==> src/rtl/alu_issue_pkg.sv <==
// Shared types and helpers for the ALU command issuer.
// State encoding, captured flag layout and per-command ALU latency.
package alu_issue_pkg;

   typedef enum logic [2:0] {
      IDLE,
      ISSUE_A,
      GAP,
      ISSUE_B,
      WAIT,
      RESP
   } state_t;

   typedef struct packed {
      logic err;
      logic oflow;
      logic cout;
      logic g;
      logic l;
      logic e;
   } flags_t;

   localparam logic [3:0] MUL_CMD_LO = 4'd9;
   localparam logic [3:0] MUL_CMD_HI = 4'd10;

   // Arithmetic multiplies need an extra cycle before RES is valid.
   function automatic logic [3:0] lat_of(input logic mode, input logic [3:0] cmd);
      return (mode && (cmd == MUL_CMD_LO || cmd == MUL_CMD_HI)) ? 4'd2 : 4'd1;
   endfunction

endpackage

==> src/rtl/alu_issue_wait_ctr.sv <==
// Loadable 4-bit down-counter used to time both the operand gap and the ALU wait.
// done is high whenever the count has reached zero.
module alu_issue_wait_ctr (
   input  logic       clk,
   input  logic       rst_n,
   input  logic       load,
   input  logic [3:0] load_val,
   output logic       done
);

   logic [3:0] cnt;

   always_ff @(posedge clk or negedge rst_n) begin
      if (!rst_n) begin
         cnt <= '0;
      end else if (load) begin
         cnt <= load_val;
      end else if (cnt != '0) begin
         cnt <= cnt - 4'd1;
      end
   end

   assign done = (cnt == '0);

endmodule

==> src/rtl/alu_cmd_issuer.sv <==
// Sequences one ALU operation at a time from a request stream to a response stream.
// Define ALU_ISSUE_SPLIT_EN to build split operand delivery (ISSUE_A/GAP, req_split, req_gap).
module alu_cmd_issuer
   import alu_issue_pkg::*;
#(
   parameter int DATA_WIDTH = 8,
   parameter int CMD_WIDTH  = 4
) (
   input  logic                  CLK,
   input  logic                  RESET_N,
   input  logic                  req_valid,
   output logic                  req_ready,
   input  logic [DATA_WIDTH-1:0] req_opa,
   input  logic [DATA_WIDTH-1:0] req_opb,
   input  logic [CMD_WIDTH-1:0]  req_cmd,
   input  logic                  req_mode,
   input  logic                  req_cin,
   input  logic                  req_split,
   input  logic [3:0]            req_gap,
   output logic                  rsp_valid,
   input  logic                  rsp_ready,
   output logic [DATA_WIDTH+1:0] rsp_res,
   output logic [5:0]            rsp_flags,
   output logic [DATA_WIDTH-1:0] OPA,
   output logic [DATA_WIDTH-1:0] OPB,
   output logic [CMD_WIDTH-1:0]  CMD,
   output logic                  MODE,
   output logic                  CIN,
   output logic                  CE,
   output logic [1:0]            INP_VALID,
   input  logic [DATA_WIDTH+1:0] RES,
   input  logic                  COUT,
   input  logic                  OFLOW,
   input  logic                  G,
   input  logic                  E,
   input  logic                  L,
   input  logic                  ERR
);

   state_t                state, state_nx;
   logic [DATA_WIDTH-1:0] opa_q, opb_q;
   logic [CMD_WIDTH-1:0]  cmd_q;
   logic                  mode_q, cin_q;
   logic                  live_q;
   logic [DATA_WIDTH+1:0] res_q;
   flags_t                flags_q;
   logic                  accept, capture;
   logic                  ctr_load, ctr_done;
   logic [3:0]            ctr_val;

`ifdef ALU_ISSUE_SPLIT_EN
   logic [3:0]            gap_q;
`else
   logic                  unused_split;
   assign unused_split = ^{req_split, req_gap};
`endif

   alu_issue_wait_ctr u_ctr (
      .clk      (CLK),
      .rst_n    (RESET_N),
      .load     (ctr_load),
      .load_val (ctr_val),
      .done     (ctr_done)
   );

   // live_q keeps req_ready low until the first edge after reset release.
   assign req_ready = live_q && (state == IDLE);
   assign accept    = req_valid && req_ready;
   assign rsp_valid = (state == RESP);
   assign rsp_res   = res_q;
   assign rsp_flags = flags_q;

   always_ff @(posedge CLK or negedge RESET_N) begin
      if (!RESET_N) begin
         state   <= IDLE;
         live_q  <= 1'b0;
         opa_q   <= '0;
         opb_q   <= '0;
         cmd_q   <= '0;
         mode_q  <= 1'b0;
         cin_q   <= 1'b0;
         res_q   <= '0;
         flags_q <= '0;
`ifdef ALU_ISSUE_SPLIT_EN
         gap_q   <= '0;
`endif
      end else begin
         state  <= state_nx;
         live_q <= 1'b1;
         if (accept) begin
            opa_q  <= req_opa;
            opb_q  <= req_opb;
            cmd_q  <= req_cmd;
            mode_q <= req_mode;
            cin_q  <= req_cin;
`ifdef ALU_ISSUE_SPLIT_EN
            gap_q  <= req_gap;
`endif
         end
         if (capture) begin
            res_q   <= RES;
            flags_q <= {ERR, OFLOW, COUT, G, L, E};
         end
      end
   end

   always_comb begin
      state_nx  = state;
      ctr_load  = 1'b0;
      ctr_val   = '0;
      capture   = 1'b0;
      CE        = 1'b0;
      INP_VALID = 2'b00;
      OPA       = '0;
      OPB       = '0;
      CMD       = '0;
      MODE      = 1'b0;
      CIN       = 1'b0;
      case (state)
         IDLE: begin
            if (accept) begin
`ifdef ALU_ISSUE_SPLIT_EN
               state_nx = req_split ? ISSUE_A : ISSUE_B;
`else
               state_nx = ISSUE_B;
`endif
            end
         end
`ifdef ALU_ISSUE_SPLIT_EN
         ISSUE_A, GAP: begin
            CE        = 1'b1;
            INP_VALID = 2'b01;
            OPA       = opa_q;
            CMD       = cmd_q;
            MODE      = mode_q;
            CIN       = cin_q;
            if (state == ISSUE_A) begin
               // Counter loaded with gap-1 so GAP lasts exactly gap_q cycles.
               if (gap_q != '0) begin
                  ctr_load = 1'b1;
                  ctr_val  = gap_q - 4'd1;
                  state_nx = GAP;
               end else begin
                  state_nx = ISSUE_B;
               end
            end else if (ctr_done) begin
               state_nx = ISSUE_B;
            end
         end
`endif
         ISSUE_B, WAIT: begin
            CE        = 1'b1;
            INP_VALID = 2'b11;
            OPA       = opa_q;
            OPB       = opb_q;
            CMD       = cmd_q;
            MODE      = mode_q;
            CIN       = cin_q;
            if (state == ISSUE_B) begin
               ctr_load = 1'b1;
               ctr_val  = lat_of(mode_q, 4'(cmd_q)) - 4'd1;
               state_nx = WAIT;
            end else if (ctr_done) begin
               capture  = 1'b1;
               state_nx = RESP;
            end
         end
         RESP: begin
            if (rsp_ready) state_nx = IDLE;
         end
         default: state_nx = IDLE;
      endcase
   end

endmodule

==> config.mk <==
export PLATFORM = sky130hd
export DESIGN_NAME = alu_cmd_issuer
export DESIGN_NICKNAME = d
export VERILOG_FILES = /design/src/rtl/alu_issue_pkg.sv /design/src/rtl/alu_issue_wait_ctr.sv /design/src/rtl/alu_cmd_issuer.sv
export SDC_FILE = /design/constraint.sdc
export NUM_CORES = 1
export LEC_CHECK = 0
export ABC_AREA = 0
export CORE_ASPECT_RATIO = 0.8
export CORE_MARGIN = 2
export CORE_UTILIZATION = 37
export DETAILED_ROUTE_END_ITERATION = 8
export PLACE_DENSITY = 0.83
export SYNTH_ARGS = -nofsm -noshare
export SYNTH_HDL_FRONTEND = slang
export SYNTH_SLANG_ARGS = --single-unit
==> constraint.sdc <==
create_clock -name CLK -period 2.1 [get_ports CLK]
set_input_delay 0.315 -clock CLK [delete_from_list [all_inputs] [get_ports CLK]]
set_output_delay 0.315 -clock CLK [all_outputs]
set_load 0.01 [all_outputs]
# ---- Yosys cells after proc, flatten, opt, wreduce, memory -nomap -nowiden
# Index checks and enable logic that the tools add are counted.
# Widths: inputs -> output; s select.
dict set report totals {
  regBits 46
  wordCells 57
  input_bits 47
}
dict set report classes {
  eq_ne 8
  reduce_logical 10
  addsub 2
  muxes 22
}
# op count
set ops {}
lappend ops {{$mux 4} 5}
lappend ops {{$mux 8} 2}
lappend ops {{$mux 3} 4}
lappend ops {{$pmux 3 s3} 1}
lappend ops {{$eq 4x4->1 const B} 2}
lappend ops {{$mux 1} 8}
lappend ops {{$eq 3x3->1 const B} 2}
lappend ops {{$logic_not 4->1} 1}
lappend ops {{$mux 2} 2}
lappend ops {{$reduce_bool 4->1} 1}
lappend ops {{$sub 4x1->4 const B} 1}
lappend ops {{$eq 3x2->1 const B} 1}
lappend ops {{$logic_and 1x1->1} 3}
lappend ops {{$logic_not 3->1} 1}
lappend ops {{$ne 3x3->1 const B} 1}
lappend ops {{$reduce_and 3->1} 1}
lappend ops {{$sub 2x1->3 const B} 1}
lappend ops {{$ne 2x1->1 const B} 1}
lappend ops {{$ne 2x2->1 const B} 1}
lappend ops {{$reduce_bool 2->1} 1}
lappend ops {{$reduce_or 2->1} 1}
lappend ops {{$logic_or 1x1->1} 1}

# ---- Depth between registers and ports, before layout
# Gate-level depths: netlist (run 1).
dict set report depth {
  ltp_word 8
  ltp_mapped 7
  mapped_depth_nobuf 5
}

# ---- By module
# Synthesis (run 1) repeated with hierarchy kept, for this count alone.
dict set report unflattened {
  cells_unflattened 153
  hier_area_um2 2119.5
}
# mod area_each_um2 instances cells_each
set modules_own_cells {}
lappend modules_own_cells {alu_cmd_issuer 1885.6 1 131}
lappend modules_own_cells {alu_issue_wait_ctr 234.0 1 22}

# ---- Worst setup path before layout (run 1)
# Ideal clock, no wire load.
dict set report synth_timing {
  path_kind {register to register}
  from {register u_ctr.cnt[0]}
  to {register flags_q (netlist bit rsp_flags[0])}
  setup_ns 0.125
  n_path_buf 2
  required_ns 1.975
  stages_incl_launch_ff 8
  path_slack_ns 0.071
  arrival_time_ns 1.904
  path_cell_list {dfrtp_1 inv_1 ha_1 or3b_4 or3_1 buf_6 buf_12 mux2_4}
}
dict set report synth_via {
  elab_chain_cells 4
}
# element line
set synth_rtl {}
lappend synth_rtl {{start: declaration} alu_issue_wait_ctr.sv:11} ;# logic [3:0] cnt;
lappend synth_rtl {{start signal: assignment} alu_issue_wait_ctr.sv:17} ;# cnt <= load_val;
lappend synth_rtl {{start signal: assignment} alu_issue_wait_ctr.sv:19} ;# cnt <= cnt - 4'd1;
lappend synth_rtl {{$logic_not 4->1} alu_issue_wait_ctr.sv:23} ;# assign done = (cnt == '0);
lappend synth_rtl {{$mux 1} alu_cmd_issuer.sv:163} ;# end else if (ctr_done) begin
lappend synth_rtl {{$mux 1} alu_cmd_issuer.sv:159} ;# if (state == ISSUE_B) begin
lappend synth_rtl {{$mux 1} alu_cmd_issuer.sv:119} ;# case (state)
lappend synth_rtl {{end signal: assignment} alu_cmd_issuer.sv:102} ;# flags_q <= {ERR, OFLOW, COUT, G, L, E};
lappend synth_rtl {{end: declaration} alu_cmd_issuer.sv:46} ;# flags_t flags_q;
# Every way passes these cells.
# A chain may end at the register's enable or synchronous reset.

# ---- Worst setup path after layout (run 1)
dict set report layout_timing {
  from {register u_ctr.cnt[0]}
  to {register res_q[6] (netlist: rsp_res[6])}
}
dict set report layout_via {
  elab_chain_cells 4
}
# element line
set layout_rtl {}
lappend layout_rtl {{$logic_not 4->1} alu_issue_wait_ctr.sv:23}
lappend layout_rtl {{$mux 1} alu_cmd_issuer.sv:163}
lappend layout_rtl {{$mux 1} alu_cmd_issuer.sv:159}
lappend layout_rtl {{$mux 1} alu_cmd_issuer.sv:119}
lappend layout_rtl {{end signal: assignment} alu_cmd_issuer.sv:82} ;# res_q <= '0;
lappend layout_rtl {{end signal: assignment} alu_cmd_issuer.sv:101} ;# res_q <= RES;
lappend layout_rtl {{end: declaration} alu_cmd_issuer.sv:45} ;# logic [DATA_WIDTH+1:0] res_q;
# Every way passes these cells.

==> impl_metrics.toml, run 1 <==
[outcome]
status = "finished clean"

[synthesis]
synth_warnings = 0
async_flop_share_pct = 100.0
ys_seq_elements = 46
synth-seq-area-share_pct = 56.76
syn_area_um2 = 2028
synth-edff-count = 0
syn-mean-instance-area_um2 = 13.70
yosysUniqueCellTypes = 28
netlist_instances = 148
synth_ff_type = "dfrtp_1"
syn_nets = 196

[die]
die_area_um2 = 6093
core_um2 = 5375
pin_count = 90
die_y_um = 70.22
rows = 24
start_util_pct = 37.73
die_width_um = 86.78

[finish]
drive_gt1_share_pct = 26.56
final_common_cell = "clkdlybuf4s50_1"
fin_nets = 288
synthToLayoutAreaGrowth_pct = 50.52
final_cell_mix = "58 x clkdlybuf4s50_1, 46 x dfrtp_1, 30 x mux2_2"
n_fill_cell = 483
final_cells = 306
diodes = 0

[setup_path]
cp_num_buf_inv = 2
crit_family = "simple AND/OR/NAND/NOR gates"
critPathRequiredTime_ps = 2280
path_cells = "inv_1 > ha_2 > or3b_4 > or3_4 > buf_12 > mux2_4"
startpoint = "u_ctr.cnt[0]"
path_class = "flop to flop"
reg2reg_from = "u_ctr.cnt[0]"
crit_fanout = 16
slowest_stage = "dfrtp_1"
cp-end-kind = "flop"
cpPeakStageDelay_ps = 420
startpoint_type = "flop"
cp.arrival_ps = 2220

[clocking]
cts_buffer_depth = 2
clockRootBuffer = "clkbuf_8"
insertion_delay_ps = 290
cts_max_level = 2
numCtsBuffers = 5
clkSinkCount = 46
path_clk_slew_ps = 80
cts_tree = "done"

[drt]
first_pass_iters = 3
drc = 0
routed_via_density = 4.660
wire_per_inst_um = 13.64
vias = 1426
routed_wl_mm = 4.173
drt-initial-drc-count = 59
ant_nets = 0

[placed_design]
place_inst = 296
gp_congestion = 0.6989
io_buffer_count = 84
dpl.hpwl_mm = 3.146
place_ws_ps = 43.99

[global_routing]
overflow = 0
antenna_found_initial = 0
grt.total_usage_pct = 14.30
grt_max_degree = 25
grt_pass1_wl_mm = 6.844
first_global_vias = 1537

[timing]
drv_slew = 0
setup_ws_ps = 53.36
finClkSkew_ps = 4.874
post-route-period-util_pct = 97.46
hold_viol = 0
period_minus_slack_ps = 2047
setup_viol_count_final = 0
max_freq_mhz = 488.6

[pwr]
leakagePower_nw = 1.437
irDropWorstVdd_mv = 0.6549
swShare_pct = 29.98
p_seq_share_pct = 40.5
comb_power_share_pct = 45.2
p_int_mw = 2.696
power.density_nw_per_um2 = 1261
p_clk_share_pct = 14.3
switchingPower_mw = 1.154

[job]
maxCapViolations = 0

[worst_hold_path]
hold_path.class = "input pin to asynchronous set/reset pin"
==> registers in the layout, summed over array words and instances, names as in the netlist <==
register,cells
cin_q,1
cmd_q,4
live_q,1
mode_q,1
opa_q,8
opb_q,8
rsp_flags,6
rsp_res,10
state,3
u_ctr.cnt,4
==> path summary, 6_finish.rpt <==
| check | end | slack, ps | cells past startpoint |
|---|---|---|---|
| worst min register to register | opb_q[2] | 500 | 1 |
| max in group asynchronous | opb_q[3] | 1080 | 3 |
| worst max-delay path | rsp_res[6] | 50 | 6 |
| min in group CLK | opb_q[2] | 500 | 1 |
| worst max register to register | rsp_res[6] | 50 | 6 |
| worst min-delay path | u_ctr.cnt[2] | 470 | 2 |
==> routing by layer <==
layer,routed length (µm),GRT usage [%]
met3,312,5.556
met4,19,3.125
met2,2067,24.10
met5,0,0
met1,1773,17.33
==> worst reg2reg max path, stage by stage, from the launching register on <==
cell     delay [ps]
dfrtp_1         420
inv_1            80
ha_2            190
or3b_4          410
or3_4           360
buf_12          170
mux2_4          310
==> power groups by stage <==
stage / clock network, mW / registers, mW / logic (mW)
global route: 0.611 / 1.62 / 1.88
global placement: 0 / 1.55 / 1.80
floorplan: 0 / 1.60 / 0.923
CTS: 0.574 / 1.56 / 1.77
finish: 0.550 / 1.56 / 1.74
detailed placement: 0 / 1.57 / 1.85
==> synthesized netlist by cell type (2+ instances only) <==
library cell   n  share of area [%]
inv_1          5               0.93
nor2_1         5               0.93
mux2_2        30                 17
clkbuf_1       5               0.93
buf_4          2               0.74
dfrtp_1       46                 57
o21ai_0        2               0.49
nor2b_1       23                7.1
nand2_1        2               0.37
mux2_4        10                7.4
==> what timing repair did <==
item | 4_1_cts | 5_1_grt
hold endpoints to repair | 15 | 0
buffers inserted | 1 | 0
endpoints found under the setup margin | 25 | 18
resized for setup | 25 | 5
cloned | 0 | 0
hold buffers | 1 | 0
==> through the flow <==
step	power [mW]	utilization, %	setup TNS, ps	cell area (µm²)	hold slack, ps
floorplan	2.519	-	0	2028	19.41
global placement	3.354	55.17	0	2965	251.2
detailed placement	3.422	55.17	0	2965	260.3
CTS	3.900	56.61	0	3043	486.3
global route	4.120	56.80	-4.855	3053	512.4
finish	3.851	56.80	0	3053	472.0
==> area by class of cell <==
class | count | area (µm²) | share of cell area (%)
Sequential cell | 46 | 1151 | 37.70
Timing Repair Buffer | 94 | 903.4 | 29.59
Multi-Input combinational cell | 88 | 807.0 | 26.43
Clock buffer | 7 | 86.33 | 2.828
Tap cell | 65 | 81.33 | 2.664
Inverter | 5 | 18.77 | 0.6148
Clock inverter | 1 | 5.005 | 0.1639
==> kinds of logic (layout without fill, tap and decap cells) <==
| family | count (synthesis) | count (layout) | synth area share [%] |
|---|---|---|---|
| fa+ha+maj | 1 | 1 | 0.6168 |
| compound gates | 5 | 5 | 1.604 |
| mux | 41 | 41 | 24.55 |
| xor+xnor | 2 | 2 | 0.8638 |
| flops | 46 | 46 | 56.75 |
| simple gates | 38 | 38 | 11.29 |
| other cells | 1 | 1 | 0.1849 |
| buf+inv | 14 | 107 | 4.133 |
Note: power is estimated with default switching activity, not from simulation.
==> inputs of run 2 (changes only) <==
--- a/config.mk
+++ b/config.mk
@@ -5,7 +5,6 @@
 export SDC_FILE = /design/constraint.sdc
 export NUM_CORES = 1
 export LEC_CHECK = 0
-export ABC_AREA = 0
 export CORE_ASPECT_RATIO = 0.8
 export CORE_MARGIN = 2
 export CORE_UTILIZATION = 37
==> results of run 2 <==
Final layout, timing and power as in run 1 (identical DEF).
